===== src/rtl/y_vector_writer_pkg.sv =====
// Shared definitions for the y-vector writer: 66-bit float field layout, exception codes, FSM encoding.
`default_nettype none

package y_vector_writer_pkg;

    localparam logic [1:0] EXC_ZERO   = 2'b00;
    localparam logic [1:0] EXC_NORMAL = 2'b01;
    localparam logic [1:0] EXC_INF    = 2'b10;
    localparam logic [1:0] EXC_NAN    = 2'b11;

    localparam logic [63:0] IEEE_QNAN = 64'h7FF8_0000_0000_0000;

    localparam int FP66_EXC_MSB  = 65;
    localparam int FP66_EXC_LSB  = 64;
    localparam int FP66_SIGN_BIT = 63;
    localparam int FP66_EXP_MSB  = 62;
    localparam int FP66_EXP_LSB  = 52;
    localparam int FP66_FRAC_MSB = 51;
    localparam int FP66_FRAC_LSB = 0;

    typedef enum logic [1:0] {
        ST_IDLE  = 2'd0,
        ST_RUN   = 2'd1,
        ST_DRAIN = 2'd2,
        ST_DONE  = 2'd3
    } ywr_state_e;

endpackage

`default_nettype wire


===== src/rtl/std_fifo.sv =====
// Synchronous FIFO with combinational read data and an occupancy count; push while full only with a pop.
`default_nettype none

module std_fifo #(
    parameter int WIDTH      = 64,
    parameter int DEPTH      = 32,
    parameter int LOG2_DEPTH = $clog2(DEPTH)
) (
    input  logic                  clk,
    input  logic                  rst,
    input  logic                  wr_en_i,
    input  logic [WIDTH-1:0]      wr_data_i,
    input  logic                  rd_en_i,
    output logic [WIDTH-1:0]      rd_data_o,
    output logic                  empty_o,
    output logic                  full_o,
    output logic [LOG2_DEPTH:0]   count_o
);

    logic [WIDTH-1:0]      mem_q [DEPTH];
    logic [LOG2_DEPTH-1:0] wr_ptr_q;
    logic [LOG2_DEPTH-1:0] rd_ptr_q;
    logic [LOG2_DEPTH:0]   count_q;

    assign rd_data_o = mem_q[rd_ptr_q];
    assign empty_o   = (count_q == '0);
    assign full_o    = (count_q == (LOG2_DEPTH+1)'(DEPTH));
    assign count_o   = count_q;

    always_ff @(posedge clk) begin
        if (wr_en_i) begin
            mem_q[wr_ptr_q] <= wr_data_i;
        end
    end

    always_ff @(posedge clk or posedge rst) begin
        if (rst) begin
            wr_ptr_q <= '0;
            rd_ptr_q <= '0;
            count_q  <= '0;
        end else begin
            if (wr_en_i) wr_ptr_q <= wr_ptr_q + 1'b1;
            if (rd_en_i) rd_ptr_q <= rd_ptr_q + 1'b1;
            if (wr_en_i && !rd_en_i)      count_q <= count_q + 1'b1;
            else if (!wr_en_i && rd_en_i) count_q <= count_q - 1'b1;
        end
    end

endmodule

`default_nettype wire


===== src/rtl/y_fp66_to_ieee.sv =====
// Combinational converter from the 66-bit internal float format to IEEE-754 binary64.
`default_nettype none

module y_fp66_to_ieee
    import y_vector_writer_pkg::*;
(
    input  logic [65:0] fp66_i,
    output logic [63:0] ieee_o
);

    logic w_sign;
    assign w_sign = fp66_i[FP66_SIGN_BIT];

    always_comb begin
        ieee_o = IEEE_QNAN;
        case (fp66_i[FP66_EXC_MSB:FP66_EXC_LSB])
            EXC_ZERO:   ieee_o = {w_sign, 63'b0};
            EXC_NORMAL: ieee_o = {w_sign, fp66_i[FP66_EXP_MSB:FP66_EXP_LSB],
                                  fp66_i[FP66_FRAC_MSB:FP66_FRAC_LSB]};
            EXC_INF:    ieee_o = {w_sign, 11'h7FF, 52'b0};
            default:    ieee_o = IEEE_QNAN;
        endcase
    end

endmodule

`default_nettype wire


===== src/rtl/y_vector_writer.sv =====
// SpMV y-output writer: converts row sums to binary64 and stores them to base + 8*row, counting completions.
// Optional build macro YWR_PERF_EN adds stall_cycles / zero_rows performance counters.
`default_nettype none

module y_vector_writer
    import y_vector_writer_pkg::*;
#(
    parameter int FIFO_DEPTH        = 32,
    parameter int LOG2_FIFO_DEPTH   = $clog2(FIFO_DEPTH),
    parameter int ALMOST_FULL_COUNT = 16,
    parameter int ADDR_WIDTH        = 48,
    parameter int COUNT_WIDTH       = 32
) (
    input  logic                   clk,
    input  logic                   rst,
    input  logic                   start,
    input  logic [ADDR_WIDTH-1:0]  base_addr,
    input  logic [COUNT_WIDTH-1:0] row_count,
    input  logic                   push_to_y,
    input  logic [65:0]            v_to_y,
    output logic                   y_stall,
    output logic                   mc_req_st,
    output logic [ADDR_WIDTH-1:0]  mc_req_vadr,
    output logic [63:0]            mc_req_wrd,
    input  logic                   mc_wr_rq_stall,
    input  logic                   mc_rsp_push,
`ifdef YWR_PERF_EN
    output logic [31:0]            stall_cycles,
    output logic [31:0]            zero_rows,
`endif
    output logic                   busy,
    output logic                   done,
    output logic                   error
);

    localparam logic [LOG2_FIFO_DEPTH+1:0] C_AF = (LOG2_FIFO_DEPTH+2)'(ALMOST_FULL_COUNT);

    ywr_state_e             state_q, state_d;
    logic [ADDR_WIDTH-1:0]  base_q, base_d;
    logic [COUNT_WIDTH-1:0] rows_q, rows_d;
    logic [COUNT_WIDTH-1:0] accepted_q, accepted_d;
    logic [COUNT_WIDTH-1:0] issued_q, issued_d;
    logic [COUNT_WIDTH-1:0] acked_q, acked_d;
    logic                   error_q, error_d;
    logic                   out_valid_q, out_valid_d;
    logic [63:0]            out_data_q, out_data_d;
    logic                   y_stall_q;

    logic [63:0]                w_ieee;
    logic [63:0]                w_fifo_rd_data;
    logic                       w_fifo_empty;
    logic                       w_fifo_full;
    logic [LOG2_FIFO_DEPTH:0]   w_fifo_count;
    logic [LOG2_FIFO_DEPTH+1:0] w_occ;
    logic                       w_accept;
    logic                       w_load;
    logic                       w_push_ok;
    logic                       w_start_ok;
    logic                       w_rsp_ok;
    logic                       w_err_set;

    y_fp66_to_ieee u_conv (
        .fp66_i (v_to_y),
        .ieee_o (w_ieee)
    );

    std_fifo #(
        .WIDTH      (64),
        .DEPTH      (FIFO_DEPTH),
        .LOG2_DEPTH (LOG2_FIFO_DEPTH)
    ) u_fifo (
        .clk       (clk),
        .rst       (rst),
        .wr_en_i   (w_push_ok),
        .wr_data_i (w_ieee),
        .rd_en_i   (w_load),
        .rd_data_o (w_fifo_rd_data),
        .empty_o   (w_fifo_empty),
        .full_o    (w_fifo_full),
        .count_o   (w_fifo_count)
    );

    // The output register counts as buffer occupancy so the stall threshold sees every held value.
    assign w_occ      = {1'b0, w_fifo_count} + {{(LOG2_FIFO_DEPTH+1){1'b0}}, out_valid_q};
    assign mc_req_st  = out_valid_q && (state_q == ST_RUN);
    assign w_accept   = mc_req_st && !mc_wr_rq_stall;
    assign w_load     = !w_fifo_empty && (!out_valid_q || w_accept);
    assign w_push_ok  = push_to_y && (state_q == ST_RUN) && (accepted_q != rows_q)
                        && (!w_fifo_full || w_load);
    assign w_start_ok = start && ((state_q == ST_IDLE) || (state_q == ST_DONE));
    assign w_rsp_ok   = mc_rsp_push && (acked_q != issued_q);
    assign w_err_set  = (push_to_y && !w_push_ok) || (start && !w_start_ok)
                        || (mc_rsp_push && !w_rsp_ok);

    assign mc_req_vadr = base_q + ADDR_WIDTH'({issued_q, 3'b000});
    assign mc_req_wrd  = out_data_q;
    assign y_stall     = y_stall_q;
    assign busy        = (state_q == ST_RUN) || (state_q == ST_DRAIN);
    assign done        = (state_q == ST_DONE);
    assign error       = error_q;

    always_comb begin
        state_d     = state_q;
        base_d      = base_q;
        rows_d      = rows_q;
        accepted_d  = accepted_q;
        issued_d    = issued_q;
        acked_d     = acked_q;
        out_valid_d = out_valid_q;
        out_data_d  = out_data_q;
        error_d     = w_err_set || error_q;

        if (w_load) begin
            out_valid_d = 1'b1;
            out_data_d  = w_fifo_rd_data;
        end else if (w_accept) begin
            out_valid_d = 1'b0;
        end
        if (w_push_ok) accepted_d = accepted_q + 1'b1;
        if (w_accept)  issued_d   = issued_q + 1'b1;
        if (w_rsp_ok)  acked_d    = acked_q + 1'b1;

        case (state_q)
            ST_IDLE, ST_DONE: begin
                if (start) begin
                    base_d     = base_addr;
                    rows_d     = row_count;
                    accepted_d = '0;
                    issued_d   = '0;
                    acked_d    = '0;
                    error_d    = w_err_set;
                    state_d    = (row_count == '0) ? ST_DONE : ST_RUN;
                end
            end
            ST_RUN: begin
                if (issued_q == rows_q) state_d = ST_DRAIN;
            end
            ST_DRAIN: begin
                if (acked_q == rows_q) state_d = ST_DONE;
            end
            default: state_d = ST_IDLE;
        endcase
    end

    always_ff @(posedge clk or posedge rst) begin
        if (rst) begin
            state_q     <= ST_IDLE;
            base_q      <= '0;
            rows_q      <= '0;
            accepted_q  <= '0;
            issued_q    <= '0;
            acked_q     <= '0;
            error_q     <= 1'b0;
            out_valid_q <= 1'b0;
            out_data_q  <= '0;
            y_stall_q   <= 1'b0;
        end else begin
            state_q     <= state_d;
            base_q      <= base_d;
            rows_q      <= rows_d;
            accepted_q  <= accepted_d;
            issued_q    <= issued_d;
            acked_q     <= acked_d;
            error_q     <= error_d;
            out_valid_q <= out_valid_d;
            out_data_q  <= out_data_d;
            y_stall_q   <= (w_occ >= C_AF);
        end
    end

`ifdef YWR_PERF_EN
    logic [31:0] stall_cycles_q;
    logic [31:0] zero_rows_q;

    assign stall_cycles = stall_cycles_q;
    assign zero_rows    = zero_rows_q;

    always_ff @(posedge clk or posedge rst) begin
        if (rst) begin
            stall_cycles_q <= '0;
            zero_rows_q    <= '0;
        end else if (w_start_ok) begin
            stall_cycles_q <= '0;
            zero_rows_q    <= '0;
        end else begin
            if (mc_req_st && mc_wr_rq_stall && (stall_cycles_q != '1))
                stall_cycles_q <= stall_cycles_q + 1'b1;
            if (w_push_ok && (v_to_y[FP66_EXC_MSB:FP66_EXC_LSB] == EXC_ZERO)
                && (zero_rows_q != '1))
                zero_rows_q <= zero_rows_q + 1'b1;
        end
    end
`endif

endmodule

`default_nettype wire


===== config.mk =====
export PLATFORM = sky130hd
export DESIGN_NAME = y_vector_writer
export DESIGN_NICKNAME = d
export VERILOG_FILES = /design/src/rtl/y_vector_writer_pkg.sv /design/src/rtl/std_fifo.sv /design/src/rtl/y_fp66_to_ieee.sv /design/src/rtl/y_vector_writer.sv
export SDC_FILE = /design/constraint.sdc
export NUM_CORES = 2
export LEC_CHECK = 0
export ABC_CLOCK_PERIOD_IN_PS = 23600
export CORE_MARGIN = 8
export CORE_UTILIZATION = 40
export DETAILED_ROUTE_END_ITERATION = 16
export PLACE_DENSITY_LB_ADDON = 0.05
export SLEW_MARGIN = 10
export SYNTH_ARGS = -nofsm -noshare
export SYNTH_HDL_FRONTEND = slang
export SYNTH_SLANG_ARGS = --single-unit
export TNS_END_PERCENT = 10

===== constraint.sdc =====
create_clock -name clk -period 23.6 [get_ports clk]
set_clock_uncertainty 0.15 [all_clocks]
set_input_delay 4.72 -clock clk [delete_from_list [all_inputs] [get_ports clk]]
set_output_delay 4.72 -clock clk [all_outputs]
set_load 0.05 [all_outputs]

# == Word-level counts from Yosys, hierarchy flattened ==
# Memories as Yosys holds them, arrays and structs flattened. A register that Yosys moved wholly into a read port is not among the register bits.
# Cells that the tools add are included.
# totals
register_bits,197
mem_bits_rw,2048
in_bits,152
out_inout_bits,117
elab_cells,96
n_memories,1
# op_classes
n_addsub,9
n_lt_le_gt_ge,1
eq_ne,13
n_mux,23
reduce_logical,37
# memory_table
name,depth,width,read_ports,rd_clocked_by_memory_dff,wr,line,text
u_fifo.mem_q,32,64,1,1,1,std_fifo.sv:20,logic [WIDTH-1:0] mem_q [DEPTH];
# op_table
operator,count
$mux W32,9
$pmux W64 S3,1
$add A32 B1 Y32 const B,3
$eq A32 B32 Y1,2
$ne A32 B32 Y1,2
$add A48 B35 Y48,1
$logic_not A32 Y1,1
$logic_and A1 B1 Y1,13
$mux W6,2
$add A5 B1 Y5 const B,2
$logic_not A1 Y1,8
$mux W2,4
$add A6 B1 Y7,1
$ge A7 B5 Y1 const B,1
$logic_or A1 B1 Y1,7
$add A6 B1 Y6 const B,1
$eq A2 B2 Y1 const B,3
$eq A6 B6 Y1 const B,1
$logic_not A6 Y1,1
$mux W1,6
$pmux W2 S3,1
$sub A6 B1 Y6 const B,1
$eq A2 B1 Y1 const B,2
$logic_not A2 Y1,2
other kinds (6),8

# == Longest topological paths before layout ==
# depth
word_depth,14
mapped_depth,17
ltp_nobuf,15

# == Modules after synthesis ==
# From an unflattened synthesis, not the netlist that was laid out.
# unflattened
hier_cells,5024
area_unflattened_um2,92897.8
# by_module_without_submodules
mod,instances,cells_each,area_per_inst_um2,seq_area_each_um2
std_fifo,1,3461,78421.5,61899.4
y_vector_writer,1,1485,13807.0,6130.9
y_fp66_to_ieee,1,78,669.4,0.0

# == Worst setup path after synthesis ==
# No wires, ideal clock.
# synth_path
kind,input-to-reg
startpoint,input port mc_wr_rq_stall
endpoint,memory u_fifo.mem_q[23][0] (enable)
setup_time_ns,0.578
arrival_time_ns,9.945
required_ns,22.872
slack_ns,12.927
cell_stages,5
path_buffers,0
cell_sequence,nand3_1 o211ai_1 a21oi_2 nand3_1 nor3b_1
# synth_via
elab_chain_len,8
# synth_rtl
element,line,text
"start, declared",y_vector_writer.sv:25,"input logic mc_wr_rq_stall,"
$logic_not A1 Y1,y_vector_writer.sv:86,assign w_accept = mc_req_st && !mc_wr_rq_stall;
$logic_and A1 B1 Y1,y_vector_writer.sv:86,
$logic_or A1 B1 Y1,y_vector_writer.sv:87,assign w_load = !w_fifo_empty && (!out_valid_q || w_accept);
$logic_and A1 B1 Y1,y_vector_writer.sv:87,
$logic_or A1 B1 Y1,y_vector_writer.sv:89,&& (!w_fifo_full || w_load);
$logic_and A1 B1 Y1,y_vector_writer.sv:89,
$mux W1,std_fifo.sv:31,if (wr_en_i) begin
$mux W1 (not written as such),std_fifo.sv:32,mem_q[wr_ptr_q] <= wr_data_i;
"end, declared",std_fifo.sv:20,
# No other way between the ends.

# == Worst setup path in the final report ==
# layout_path
startpoint,register issued_q[0]
endpoint,output port mc_req_vadr[41]
# layout_via
elab_chain_len,1
# layout_rtl
element,line,text
"start, declared",y_vector_writer.sv:42,"logic [COUNT_WIDTH-1:0] issued_q, issued_d;"
"start signal, assigned",y_vector_writer.sv:162,issued_q <= issued_d;
$add A48 B35 Y48,y_vector_writer.sv:95,"assign mc_req_vadr = base_q + ADDR_WIDTH'({issued_q, 3'b000});"
"end, declared",y_vector_writer.sv:23,"output logic [ADDR_WIDTH-1:0] mc_req_vadr,"
# No other way between the ends.

==> results.py <==
metrics = {
    "floorplanning": {
        "initial_utilization_pct": 40.2,
        "dieArea_mm2": 0.246,
        "floorplan.die.height_um": 496,
        "fp.coreArea_mm2": 0.230,
        "num_rows": 176,
        "die_width_um": 496,
        "ios": 269,
    },
    "setup_path": {
        "r2r_start": "u_fifo.rd_ptr_q[1]",
        "critPathBufInv": 1,
        "timing.critical_path.required_ns": 18.73,
        "worstPathMaxFanout": 7,
        "rrSetupSlack_ns": 18.00,
        "critical_path.top_delay_family": "compound AO/OA/AOI/OAI gates",
        "worstSetupEndpoint": "mc_req_vadr[41]",
        "critical_path.endpoint_type": "primary output",
        "crit_path_start": "issued_q[0]",
        "timing.rr.end": "mc_req_wrd[2]",
        "path_length_in_cells_of_the_critical_path": 12,
        "crit_path_max_incr_delay_ns": 0.83,
        "worstPathCellList": "ha_1, fa_1, a21o_1, a21oi_2, o211a_1, o21a_1, o211ai_1, a21bo_2, a311oi_4, nand2b_1, xnor2_1, clkdlybuf4s50_1",
        "crit_arrival_ns": 4.98,
        "crit_path_top_delay_cell": "clkdlybuf4s50_1",
        "setup.worst_path.start_class": "flop",
        "path_class": "reg2out",
        "timing.reg2reg.worst_path_depth": 7,
    },
    "logic_synthesis": {
        "mappedNetlistNets": 4831,
        "synth_seq_cells": 2309,
        "synth_top_cells_by_area": "edfxtp_1 67%, mux4_2 16%, dfrtp_1 7.1%",
        "synthesis.area_mm2": 0.0923,
        "postSynth.topFlopCell": "edfxtp_1",
        "netlist_instances": 4627,
        "synthDominantCellAreaShare_pct": 66.6,
        "synth-edff-count": 2048,
        "yosys_warnings": 0,
        "synth_area_per_cell_um2": 19.9,
        "fraction_of_registers_with_async_set_reset_pct": 11.3,
        "yosys.area.top_type": "edfxtp_1",
        "seq_area_frac_synth_pct": 73.7,
        "yosysUniqueCellTypes": 70,
    },
    "global_routing": {
        "overflow": 0,
        "antenna_found_initial": 9,
        "grt_pass1_wl_um": 353000,
        "grt_max_degree": 131,
        "grt_pass1_vias": 47500,
        "global_route.usage.total_pct": 19.8,
    },
    "route": {
        "drt-total-wl_um": 245000,
        "routed-via-count": 45000,
        "wire_per_inst_um": 29.7,
        "drt_drc_violations_left": 0,
        "post_detailed_route_via_to_cell_ratio": 5.46,
        "initialDrtViolationCount": 3655,
        "drt.antenna.violating_nets": 0,
        "detailedRoute.firstPassIterationCount": 5,
    },
    "sta": {
        "unrepaired_setup_endpoints_after_global_routing": "no",
        "post-route-worst-setup-slack_ns": 13.75,
        "relSlewSlack_pct": 18.9,
        "worst_hold_slack_ns": 0.324,
        "final.period_utilization_pct": 41.7,
        "hold_violations": 0,
        "final.min_clock_period_ns": 9.85,
        "max_freq_ghz": 0.102,
        "setup_total_negative_slack_ns": 0,
        "worst-slew-pin-transition_ns": 1.22,
        "final_max_slew_viol_count": 0,
        "finalSetupViolCount": 0,
    },
    "cts": {
        "cts_repair_resize_count": 0,
        "clkSlewWorstSetupHoldPaths_ns": 0.06,
        "cts.htree.levels": 4,
        "cts_inserted_buffers": 241,
        "cts-hold-fix-buffers": 0,
        "cts_setup_buffers": 0,
        "cts.sink_count": 2309,
        "clk_root_buffer_cell": "clkbuf_16",
        "cts-root-to-sink-buffers": 3,
        "tritoncts": "built",
        "worstSkewPairLatency_ns": 0.86,
    },
    "power_and_ir_drop": {
        "worst_ir_drop_vdd_mv": 0.0997,
        "power-per-cell-area_mw_per_mm2": 114,
        "power.static_leakage_nw": 35.2,
    },
    "placed_design": {
        "hpwl_um": 138000,
        "post_dp_cell_area_mm2": 0.0990,
        "global_placer_s_final_weighted_congestion": 0.796,
        "io_buffer_count": 268,
        "placement_stage_worst_setup_slack_ns": 14.60,
    },
    "final_layout": {
        "top_library_cells_by_usage_in_the_layout_fill_and_taps_aside": "2,048 x edfxtp_1, 640 x mux4_2, 311 x nand2_1",
        "most_common_cell_after_layout_fill_and_taps_aside": "edfxtp_1",
        "layout.area.seq_mm2": 0.0680,
        "area_growth_pct": 15.4,
        "nets": 5219,
        "fillCellCount": 19400,
        "ratio_of_cells_with_drive_above_1_in_the_final_layout_pct": 22.5,
        "multi_input_comb_area_mm2": 0.0234,
        "finalInstanceArea_mm2": 0.107,
    },
    "outcome": {
        "run_status": "finished, final reports clean",
    },
    "worst_hold_path": {
        "worstHoldStart": "base_q[1]",
        "worst_hold_path.num_cells": 2,
        "hold_path_class": "reg2reg",
    },
    "run": {
        "max-cap-violations": 0,
    },
}
[worst reg2reg max path: stages (launching register included)]
cell and delay, ns:
dfrtp_4 1.05, buf_12 0.66, buf_4 0.98, buf_4 0.97, mux4_2 0.47, mux4_2 0.51, mux2i_1 0.51, a21oi_1 0.14
[cell type report]
class,count,share of cell area [%]
Sequential cell,2309,63.9
Clock inverter,130,0.969
Tap cell,3026,3.55
Clock buffer,318,6.11
Antenna cell,4,0.00940
Inverter,31,0.116
Timing Repair Buffer,385,3.40
Multi-Input combinational cell,2047,22.0
[synthesized netlist by cell type, drive strengths merged, types with 3 or more instances]
master  count
nor2b       4
and3       23
or2         6
o21ai      46
nand4      42
xnor2     130
and4        6
a31oi       8
a21oi     121
o21bai      5
xor2      126
nor4       27
edfxtp   2048
mux2i      68
nand2b      3
nor3        8
ha         50
mux4      640
a311oi      3
o211ai      3
inv        31
nand3      46
and2       63
o21a        3
nand3b      4
nor3b       3
and2b       6
a21o       31
nand2     312
clkbuf    149
or3        20
nor2      220
dfrtp     261
buf        91
[where the power goes]
part           internal [mW]  switching, mW
Clock                   2.07           1.57
Combinational           1.58           2.07
Sequential              4.64          0.246
[through the flow]
| stage | instances | utilization [%] | power, mW |
|---|---|---|---|
| global placement | 7797 | 43.1 | 8.73 |
| detailed placement | 7797 | 43.1 | 8.73 |
| floorplan | 4627 | - | 7.42 |
| finish | 8250 | 46.4 | 12.2 |
| CTS | 8245 | 46.4 | 12.4 |
| global route | 8247 | 46.4 | 12.7 |
[registers in the layout, indices dropped and copies added (netlist names)]
name / cells
accepted_q: 32
acked_q: 32
base_q: 48
error: 1
issued_q: 32
mc_req_wrd: 64
out_valid_q: 1
rows_q: 32
state_q: 2
u_fifo.count_o: 6
u_fifo.mem_q: 2048
u_fifo.rd_ptr_q: 5
u_fifo.wr_ptr_q: 5
y_stall: 1
[routing by layer]
metal | vias to the layer above | global-route usage [%] | routed length [um]
li1 | 19400 | - | -
met1 | 24300 | 27.4 | 107000
met2 | 1001 | 33.6 | 123000
met3 | 307 | 2.50 | 10300
met4 | 0 | 4.44 | 4940
met5 | - | 0 | 0
[how the worst min path moves through the flow]
stage	end
global placement	base_q[1]
finish	base_q[1]
CTS	base_q[1]
detailed placement	base_q[0]
global route	base_q[14]
floorplan	base_q[0]
[kinds of logic (layout without fill, tap and decap cells)]
group / count (synthesis) / count (layout) / synth area share [%]
mux: 710 / 710 / 16.4
fa+ha+maj: 52 / 52 / 0.721
simple gates: 795 / 795 / 4.00
compound gates: 234 / 234 / 1.52
buf+inv: 271 / 864 / 1.22
flops: 2309 / 2309 / 73.7
xor+xnor: 256 / 256 / 2.43
other cells: 0 / 4 / 0
(Power assumes the default switching activity.)
